## config.mk

```make
export PLATFORM = sky130hd
export DESIGN_NAME = mux_shift_bank
export DESIGN_NICKNAME = d
export VERILOG_FILES = /design/src/rtl/mux_shift_bank.sv
export SDC_FILE = /design/constraint.sdc
export NUM_CORES = 1
export LEC_CHECK = 0
export CAP_MARGIN = 20
export CORE_MARGIN = 4
export CORE_UTILIZATION = 39
export DETAILED_ROUTE_END_ITERATION = 10
export PLACE_DENSITY = 0.74
export SYNTH_ARGS = -nofsm -noshare
export SYNTH_HDL_FRONTEND = slang
export SYNTH_SLANG_ARGS = --single-unit
```

## constraint.sdc

```tcl
create_clock -name clk -period 1.2 [get_ports clk]
set_input_delay 0.24 -clock clk [delete_from_list [all_inputs] [get_ports clk]]
set_output_delay 0.24 -clock clk [all_outputs]
set_load 0.02 [all_outputs]
```

## src/rtl/mux_shift_bank.sv

```systemverilog
// Multi-channel serial shift register bank with per-channel input mux, parallel load and fill flag.
// Optional macro MUX_SHIFT_BANK_CASCADE_EN adds a cascade input chaining channels into one long register.
module mux_shift_bank #(
    parameter int  CHANNELS = 2,
    parameter int  DEPTH    = 8,
    localparam int CW       = $clog2(DEPTH + 1)
) (
    input  logic                        clk,
    input  logic                        reset,
    input  logic                        clr,
    input  logic [CHANNELS-1:0]         shift_en,
    input  logic [CHANNELS-1:0]         sel,
    input  logic [CHANNELS-1:0]         i0,
    input  logic [CHANNELS-1:0]         i1,
    input  logic [CHANNELS-1:0]         load,
    input  logic [CHANNELS*DEPTH-1:0]   load_data,
`ifdef MUX_SHIFT_BANK_CASCADE_EN
    input  logic                        cascade,
`endif
    output logic [CHANNELS-1:0]         q,
    output logic [CHANNELS-1:0]         q_n,
    output logic [CHANNELS*DEPTH-1:0]   par_out,
    output logic [CHANNELS-1:0]         full
);

    typedef logic [DEPTH-1:0] stage_t;
    typedef logic [CW-1:0]    cnt_t;

    stage_t [CHANNELS-1:0] sr_q, sr_d;
    cnt_t   [CHANNELS-1:0] cnt_q, cnt_d;

    logic [CHANNELS-1:0] last_stage;
    logic [CHANNELS-1:0] mux_din;
    logic [CHANNELS-1:0] din;

    always_comb begin
        last_stage = '0;
        for (int k = 0; k < CHANNELS; k++) begin
            last_stage[k] = sr_q[k][DEPTH-1];
        end
    end

    // Plain AND/OR mux: an X on the unselected input cannot reach din.
    assign mux_din = (sel & i1) | (~sel & i0);

`ifdef MUX_SHIFT_BANK_CASCADE_EN
    // In cascade mode channel k>0 is fed from the pre-edge last stage of channel k-1.
    assign din = cascade ? ((last_stage << 1) | (mux_din & CHANNELS'(1))) : mux_din;
`else
    assign din = mux_din;
`endif

    // NOTE: next-state defaults to the current state first so no path can infer a latch.
    always_comb begin
        sr_d  = sr_q;
        cnt_d = cnt_q;
        if (clr) begin
            sr_d  = '0;
            cnt_d = '0;
        end else begin
            for (int k = 0; k < CHANNELS; k++) begin
                if (load[k]) begin
                    sr_d[k]  = load_data[k*DEPTH +: DEPTH];
                    cnt_d[k] = '0;
                end else if (shift_en[k]) begin
                    sr_d[k] = {sr_q[k][DEPTH-2:0], din[k]};
                    if (cnt_q[k] != CW'(DEPTH)) begin
                        cnt_d[k] = cnt_q[k] + CW'(1);
                    end
                end
            end
        end
    end

    // NOTE: state registers use non-blocking assignments so every flop samples pre-edge values.
    always_ff @(posedge clk) begin
        if (reset) begin
            sr_q  <= '0;
            cnt_q <= '0;
        end else begin
            sr_q  <= sr_d;
            cnt_q <= cnt_d;
        end
    end

    assign q       = last_stage;
    assign q_n     = ~last_stage;
    assign par_out = sr_q;

    always_comb begin
        full = '0;
        for (int k = 0; k < CHANNELS; k++) begin
            full[k] = (cnt_q[k] == CW'(DEPTH));
        end
    end

endmodule

```

==> results of run 1 <==
==> state kept, by name, summed over array words and instances, names as in the netlist <==
name	count
cnt_q	8
par_out	16
==> timing repair <==
item                       in CTS  in global routing
pin swaps                       4                  3
hold buffers                    0                  0
setup endpoints to repair      31                 21
resized for setup              88                 19
buffers inserted                5                  5
cloned                          1                  1
==> cells in the final DEF (no fill, tap or decap), types with 3 or more instances in the layout <==
cell type and instances:
buf_4 38, clkdlybuf4s50_1 26, buf_2 20, nor2_1 17, mux2i_1 16, dfxtp_1 14
dfxtp_2 10, mux2_1 8, mux2_4 6, nand2_1 6, inv_2 4, buf_6 4
clkbuf_4 3
==> stage by stage <==
stage               cells  util, %  TNS [ps]  instance area, um2
floorplan             127        -         0                1360
global placement      243     66.2     -6910                2090
detailed placement    243     66.2     -7920                2090
CTS                   253     69.9      -701                2200
global route          259     70.7     -1140                2230
finish                259     70.7      -749                2230
==> kinds of logic after synthesis <==
group,Yosys count
and+or+nand+nor,35
AOI/OAI and AO/OA,14
buffers and inverters,18
adders and majority gates,4
xor gates and xnor gates,2
DFF,24
muxes,30
==> cell usage after synthesis (all sizes together) <==
library cell / number
ha: 4
mux2i: 16
a21o: 2
a41o: 2
a21oi: 2
inv: 8
buf: 10
a211o: 2
nor3: 2
nand2: 6
nand4: 2
nor2: 18
nand3: 2
or2: 1
dfxtp: 24
mux2: 14
nand3b: 2
or3: 2
a21boi: 4
a2111oi: 2
xor2: 2
==> final timing paths <==
path / slack, ps / start / endpoint / cells past startpoint
min: 450 / shift_en[0] / cnt_q[0] / 4
max: -200 / cnt_q[0] / full[0] / 5
min reg2reg: 610 / cnt_q[6] / cnt_q[6] / 3
max reg2reg: -170 / cnt_q[4] / cnt_q[5] / 6
==> layout make-up <==
| class | instances | area, um2 |
|---|---|---|
| Inverter | 8 | 35.0 |
| Tap cell | 44 | 55.1 |
| Clock buffer | 3 | 22.5 |
| Multi-Input combinational cell | 85 | 783 |
| Sequential cell | 24 | 493 |
| Fill cell | 266 | 925 |
| Clock inverter | 1 | 30.0 |
| Timing Repair Buffer | 94 | 810 |
==> report_power, final <==
group / internal, W / total (W) / switching [W]
clock: 0.000338 / 0.000610 / 0.000272
sequential: 0.000820 / 0.000833 / 0.0000130
combinational: 0.000235 / 0.000394 / 0.000159
total: 0.00139 / 0.00184 / 0.000444
==> worst max-delay path, stage by stage (launching register included) <==
cell	delay [ps]
dfxtp_2	350
inv_2	80
ha_4	140
nand3b_4	90
inv_4	60
buf_6	110
==> per-layer routing <==
metal / GRT usage (%) / wire (um)
met4: 5.58 / 44
met3: 3.57 / 202
met2: 31.0 / 1910
met1: 19.1 / 1560
met5: 0 / 0
==> impl_metrics.env, run 1 <==
export IMPL_status="finished, violations left"
export IMPL_violations="negative setup slack"
export IMPL_firstDrtPassIters=6
export IMPL_htreeDepth=1
export IMPL_crit_type="flop to primary output"
export IMPL_drive_gt1_share_pct=48.4
export IMPL_fin_skew_ps=1.69
export IMPL_hold_viol=0
export IMPL_irDropWorstVdd_mv=0.594
export IMPL_rows=20
export IMPL_grt_max_degree=16
export IMPL_netlist_instances=127
export IMPL_finalPower_w=0.00184
export IMPL_viasPerCell=4.71
export IMPL_synth_top_area_cell="dfxtp_1"
export IMPL_p_leak_nw=1.06
export IMPL_vias=1220
export IMPL_start_util_pct=41.9
export IMPL_nets=249
export IMPL_synth_xor_area_share_pct=1.33
export IMPL_drt_wl_total_mm=3.72
export IMPL_synth_top_cell_area_share_pct=36.4
export IMPL_synth_area_um2=1320
export IMPL_seq_area_frac_synth_pct=36.4
export IMPL_drt_iter0_drc=33
export IMPL_clkTransAtPathRegs_ps=150
export IMPL_grt_ovfl_total=0
export IMPL_cts_root_buffer="clkbuf_4"
export IMPL_grt_pass1_wl_mm=5.76
export IMPL_required_ps=960
export IMPL_hold_path_class="input port to flop"
export IMPL_syn_avg_cell_area_um2=10.4
export IMPL_cts_tree="built"
export IMPL_rsz0062_at_grt="true"
export IMPL_hold_ws_ps=448
export IMPL_routedWlPerCell_um=14.4
export IMPL_clock_latency_ps=320
export IMPL_synthMuxAreaShare_pct=25.8
export IMPL_postRouteAntennaNets=0
export IMPL_clock_sinks=24
export IMPL_fmax_ghz=0.713
export IMPL_track_usage_pct=16.9
export IMPL_grt_pass1_vias=1311
export IMPL_synthTopCellsByArea="dfxtp_1 36%, mux2i_1 12%, mux2_1 6.8%"
export IMPL_synth_top_family_by_area="multiplexers"
export IMPL_slew_headroom_pct=82.9
export IMPL_period_minus_slack_ps=1400
export IMPL_die_h_um=66.2
export IMPL_synth_cell_types=27
export IMPL_synth_compound_area_share_pct=9.48
export IMPL_port_buffers=50
export IMPL_startpoint_type="flop"
export IMPL_arrival_ps=1160
export IMPL_worst_pin_slew_ps=257
export IMPL_die_width_um=66.2
export IMPL_design_core_area_um2=3150
export IMPL_cp_end_kind="primary output"
export IMPL_power_density_nw_per_um2=824
export IMPL_cts_buffers=3
export IMPL_syn_to_final_growth_pct=68.8
export IMPL_place_congestion=0.851
export IMPL_die_area_um2=4380
export IMPL_ys_warn_count=0
export IMPL_clock_path_buffers=2
export IMPL_ys_ff_latch=24
export IMPL_drv_cap=0
export IMPL_post_route_period_util_pct=117
export IMPL_synth_adder_area_share_pct=3.79
export IMPL_syn_num_nets=160
export IMPL_antenna_cells=0
export IMPL_critPathMaxFanout=2
export IMPL_place_ws_ps=-369
export IMPL_finalWorstSetupSlack_ps=-203
export IMPL_pin_count=51
export IMPL_setup_viol=7
export IMPL_dp_hpwl_mm=2.64
export IMPL_synth_simple_area_share_pct=14.1
export IMPL_antenna_found_initial=0
export IMPL_route_detailed_drc=0
export IMPL_final_max_slew_viol_count=0
(Power assumes the default switching activity.)
==> run 2: changes to the inputs <==
--- a/config.mk
+++ b/config.mk
@@ -6,7 +6,6 @@
 export NUM_CORES = 1
 export LEC_CHECK = 0
 export CAP_MARGIN = 20
-export CORE_MARGIN = 4
 export CORE_UTILIZATION = 39
 export DETAILED_ROUTE_END_ITERATION = 10
 export PLACE_DENSITY = 0.74
==> run 2 against run 1 <==
Sequential share of layout area up 0.97 points. Highest routed layer unchanged. Critical path depth unchanged. Power down 11%. Count of clock-buffer cells in the layout up 1. Global-route usage up 1.1 points. Critical endpoint is now full[1]. Clock skew up 1.4 ps. Maximum frequency up 3.5%. Routed wire length down 17%. The run still ends with negative setup slack left. Critical path type unchanged.
==> impl_metrics.env, run 2 (synthesis gave the netlist of run 1 again) <==
export IMPL_drt_wl_total_mm=3.08
export IMPL_cp_end_kind="primary output"
export IMPL_finalPower_w=0.00163
export IMPL_period_minus_slack_ps=1360
export IMPL_postRouteAntennaNets=0
export IMPL_fmax_ghz=0.738
export IMPL_die_area_um2=3620
export IMPL_track_usage_pct=18.1
export IMPL_arrival_ps=1120
export IMPL_final_cells=251
export IMPL_required_ps=960
export IMPL_cts_buffers=3
export IMPL_post_dp_cell_area_um2=2060
export IMPL_dp_hpwl_mm=2.23
export IMPL_place_congestion=0.758
export IMPL_drv_cap=0
export IMPL_p_leak_nw=0.999
export IMPL_violations="negative setup slack"
export IMPL_hold_viol=0
export IMPL_cts_tree="built"
export IMPL_rsz0062_at_grt="true"
export IMPL_grt_ovfl_total=0
export IMPL_grt_pass1_vias=1203
export IMPL_route_detailed_drc=0
export IMPL_post_route_period_util_pct=113
export IMPL_htreeDepth=1
export IMPL_final_common_cell="buf_4"
export IMPL_antenna_found_initial=0
export IMPL_clock_path_buffers=2
export IMPL_rows=20
export IMPL_syn_to_final_growth_pct=61.7
export IMPL_cpMaxStageDelayCell="dfxtp_2"
export IMPL_grt_max_degree=14
export IMPL_slew_headroom_pct=84.1
export IMPL_nets=241
export IMPL_design_core_area_um2=3130
export IMPL_start_util_pct=42.2
export IMPL_largest_reg_flops=16
export IMPL_postLayoutCellArea_um2=2130
export IMPL_die_width_um=60.2
export IMPL_hold_path_class="input port to flop"
export IMPL_clock_sinks=24
export IMPL_clkTransAtPathRegs_ps=130
export IMPL_irDropWorstVdd_mv=0.530
export IMPL_die_h_um=60.2
export IMPL_nFillCells=265
export IMPL_fin_skew_ps=3.14
export IMPL_crit_type="flop to primary output"
export IMPL_grt_pass1_wl_mm=4.97
export IMPL_drive_gt1_share_pct=46.9
export IMPL_status="finished, violations left"
export IMPL_antenna_cells=0
export IMPL_routedWlPerCell_um=12.3
export IMPL_setup_viol=6
export IMPL_worst_pin_slew_ps=238
export IMPL_firstDrtPassIters=4
export IMPL_startpoint_type="flop"
export IMPL_postCtsHoldBufs=0
export IMPL_hold_ws_ps=477
export IMPL_placed_cells=240
export IMPL_power_density_nw_per_um2=762
export IMPL_slowest_delay_ps=350
export IMPL_port_buffers=50
export IMPL_layout_common_cells="32 x buf_4, 26 x clkdlybuf4s50_1, 19 x buf_2, 17 x nor2_1, 16 x mux2i_1"
export IMPL_clock_latency_ps=310
export IMPL_cts_root_buffer="clkbuf_4"
export IMPL_finalWorstSetupSlack_ps=-156
export IMPL_final_max_slew_viol_count=0
export IMPL_drt_iter0_drc=28
export IMPL_pin_count=51
export IMPL_path_cells="inv_2, ha_4, nand3b_4, inv_4, buf_6"
export IMPL_critPathMaxFanout=2
export IMPL_vias=1175
export IMPL_viasPerCell=4.68
run 2: path summary, 6_finish.rpt:
check	start	endpoint	slack, ps	cells past startpoint
worst max-delay path	cnt_q[4]	full[1]	-160	5
worst min-delay path	load_data[0]	par_out[0]	480	3
worst max register to register	cnt_q[4]	cnt_q[5]	-130	6
worst min register to register	cnt_q[2]	cnt_q[2]	500	2
run 2: per-layer routing:
metal  wire length, um  global-route usage [%]
met1              1370                    20.4
met4                22                    6.64
met2              1500                    32.8
met3               189                    3.68
met5                 0                       0
run 2: repair_timing:
action / 4_1_cts / 5_1_grt
pin swaps: 4 / 7
setup endpoints to repair: 27 / 24
setup buffers: 5 / 2
hold endpoints to repair: 0 / 0
gates resized for setup: 85 / 21
gates cloned: 0 / 1
run 2: worst max-delay path, delay by kind of cell, from the launching register on:
family	cells	cell delay, ps
adder cells (fa/ha/maj)	1	140
flip-flops	1	350
buffers and inverters	3	230
AND/OR/NAND/NOR	1	90
run 2: report_power, final:
group | switching (W) | internal, W
registers | 0.0000142 | 0.000820
logic | 0.000150 | 0.000218
clock network | 0.000239 | 0.000185
total | 0.000403 | 0.00122
run 2: per-stage QoR:
stage,TNS [ps],util (%),setup slack [ps]
finish,-554,68.2,-156
global route,-985,68.2,-233
global placement,-6850,66.0,-319
floorplan,0,-,32.8
detailed placement,-7450,66.0,-365
CTS,-640,68.9,-168
run 2: area by class of cell:
cell class                      count  area (um2)  area share, %
Multi-Input combinational cell     85         788           36.9
Tap cell                           44        55.1           2.58
Timing Repair Buffer               86         727           34.1
Inverter                            8        35.0           1.64
Clock buffer                        4        36.3           1.70
Sequential cell                    24         493           23.1
==> run 3: changes to the inputs <==
--- a/config.mk
+++ b/config.mk
@@ -6,9 +6,9 @@
 export NUM_CORES = 1
 export LEC_CHECK = 0
 export CAP_MARGIN = 20
-export CORE_UTILIZATION = 39
+export CORE_UTILIZATION = 46
 export DETAILED_ROUTE_END_ITERATION = 10
-export PLACE_DENSITY = 0.74
+export PLACE_DENSITY = 0.83
 export SYNTH_ARGS = -nofsm -noshare
 export SYNTH_HDL_FRONTEND = slang
 export SYNTH_SLANG_ARGS = --single-unit
==> constraint.sdc (replaced) <==
create_clock -name clk -period 1.6 [get_ports clk]
set_input_delay 0.32 -clock clk [delete_from_list [all_inputs] [get_ports clk]]
set_output_delay 0.32 -clock clk [all_outputs]
set_load 0.02 [all_outputs]
==> run 3 against run 2 <==
The flow now finishes without violations. Die area decreased by 15%. Global-route usage grew 1.3 points. First-iteration DRC count is 68% lower. Largest power group unchanged.
==> impl_metrics.env, run 3 (synthesis gave the netlist of run 1 again) <==
export IMPL_clock_sinks=24
export IMPL_htreeDepth=1
export IMPL_pin_count=51
export IMPL_clkTransAtPathRegs_ps=150
export IMPL_dp_hpwl_mm=2.30
export IMPL_irDropWorstVdd_mv=0.453
export IMPL_routedWlPerCell_um=13.6
export IMPL_arrival_ps=1210
export IMPL_die_width_um=55.6
export IMPL_postCtsHoldBufs=0
export IMPL_hp_start="cnt_q[6]"
export IMPL_start_util_pct=48.3
export IMPL_required_ps=1280
export IMPL_post_route_period_util_pct=95.8
export IMPL_cts_tree="built"
export IMPL_fmax_ghz=0.652
export IMPL_rows=19
export IMPL_crit_type="flop to primary output"
export IMPL_drv_cap=0
export IMPL_viasPerCell=5.14
export IMPL_p_leak_nw=0.925
export IMPL_utilization_pct=71.6
export IMPL_hold_viol=0
export IMPL_grt_pass1_vias=1161
export IMPL_track_usage_pct=19.4
export IMPL_startpoint_type="flop"
export IMPL_cts_buffers=3
export IMPL_drt_wl_total_mm=2.97
export IMPL_final_max_slew_viol_count=0
export IMPL_die_area_um2=3090
export IMPL_route_detailed_drc=0
export IMPL_grt_max_degree=16
export IMPL_clock_latency_ps=320
export IMPL_port_buffers=50
export IMPL_firstDrtPassIters=4
export IMPL_r2r_start="cnt_q[0]"
export IMPL_drive_gt1_share_pct=23.0
export IMPL_worst_pin_slew_ps=304
export IMPL_design_core_area_um2=2730
export IMPL_antenna_cells=0
export IMPL_setup_viol=0
export IMPL_die_h_um=55.6
export IMPL_final_common_cell="clkdlybuf4s50_1"
export IMPL_nets=221
export IMPL_fin_skew_ps=15.9
export IMPL_status="finished, final reports clean"
export IMPL_vias=1120
export IMPL_nFillCells=214
export IMPL_slew_headroom_pct=79.7
export IMPL_cts_root_buffer="clkbuf_4"
export IMPL_grt_pass1_wl_mm=4.86
export IMPL_layout_common_cells="28 x clkdlybuf4s50_1, 22 x dfxtp_1, 20 x dlygate4sd2_1, 17 x nor2_1, 16 x mux2i_1"
export IMPL_hold_path_class="flop to flop"
export IMPL_clock_path_buffers=2
export IMPL_largest_reg_flops=16
export IMPL_cp_end_kind="primary output"
export IMPL_finalSetupTns_ps=0
export IMPL_syn_to_final_growth_pct=48.3
export IMPL_postRouteAntennaNets=0
export IMPL_critPathMaxFanout=3
export IMPL_place_congestion=0.761
export IMPL_power_density_nw_per_um2=613
export IMPL_startpoint="cnt_q[0]"
export IMPL_grt_ovfl_total=0
export IMPL_drt_iter0_drc=9
export IMPL_period_minus_slack_ps=1530
export IMPL_antenna_found_initial=0
==> run 3: changes by cell type in the layout (fill, tap and decap cells not counted), sizes merged <==
cell           previous run  this run
buf                      56        18
dlygate4sd2               1        20
clkdlybuf4s50            26        28
clkbuf                    5         4
clkdlybuf4s15             1         0
dlymetal6s2s              1         0
==> run 3: timing repair <==
action / 4_1_cts / 5_1_grt
buffers inserted: 0 / 1
endpoints found under the hold margin: 0 / 0
setup endpoints to repair: 22 / 2
pin swaps: 0 / 1
gates resized for setup: 32 / 4
==> run 3: metrics by stage <==
| step | hold WS [ps] | total power [W] | setup slack [ps] | cells | cell area [um2] |
|---|---|---|---|---|---|
| final | 504 | 0.00120 | 66.8 | 218 | 1960 |
| after global routing | 528 | 0.00125 | -1.13 | 218 | 1960 |
| after CTS | 505 | 0.00121 | 4.15 | 217 | 1930 |
| after detailed placement | 484 | 0.000899 | -86.7 | 213 | 1920 |
| after global placement | 467 | 0.000892 | -7.34 | 213 | 1920 |
| after floorplan | 457 | 0.000769 | 310 | 127 | 1320 |
==> run 3: path summary, 6_finish.rpt <==
| check | slack (ps) | to | depth (start not counted) |
|---|---|---|---|
| worst max-delay path | 70 | full[0] | 5 |
| worst min-delay path | 500 | cnt_q[6] | 2 |
| worst max register to register | 170 | cnt_q[1] | 6 |
| worst min register to register | 500 | cnt_q[6] | 2 |
==> run 3: per-layer routing <==
metal	up-vias	track usage, %	wire, um
met5	-	0	0
met4	0	4.29	12
met3	2	3.72	177
met2	38	38.4	1630
met1	522	20.9	1150
li1	558	-	-
==> run 3: final cells by class <==
class / count / area (um2) / share of cell area [%]
Clock buffer: 4 / 36.3 / 1.85
Inverter: 8 / 30.0 / 1.53
Tap cell: 31 / 38.8 / 1.98
Sequential cell: 24 / 483 / 24.7
Timing Repair Buffer: 66 / 626 / 31.9
Multi-Input combinational cell: 85 / 744 / 38.0
==> run 3: where the power goes <==
group	internal, W	leakage (nW)	switching (W)
Combinational	0.000149	0.708	0.000101
Sequential	0.000614	0.196	0.0000115
Clock	0.000139	0.0210	0.000186
==> run 3: worst max-delay path, cell delays in order (launching register included) <==
cell,delay [ps]
dfxtp_2,350
inv_1,110
ha_4,160
nand3b_4,80
inv_2,70
buf_4,130
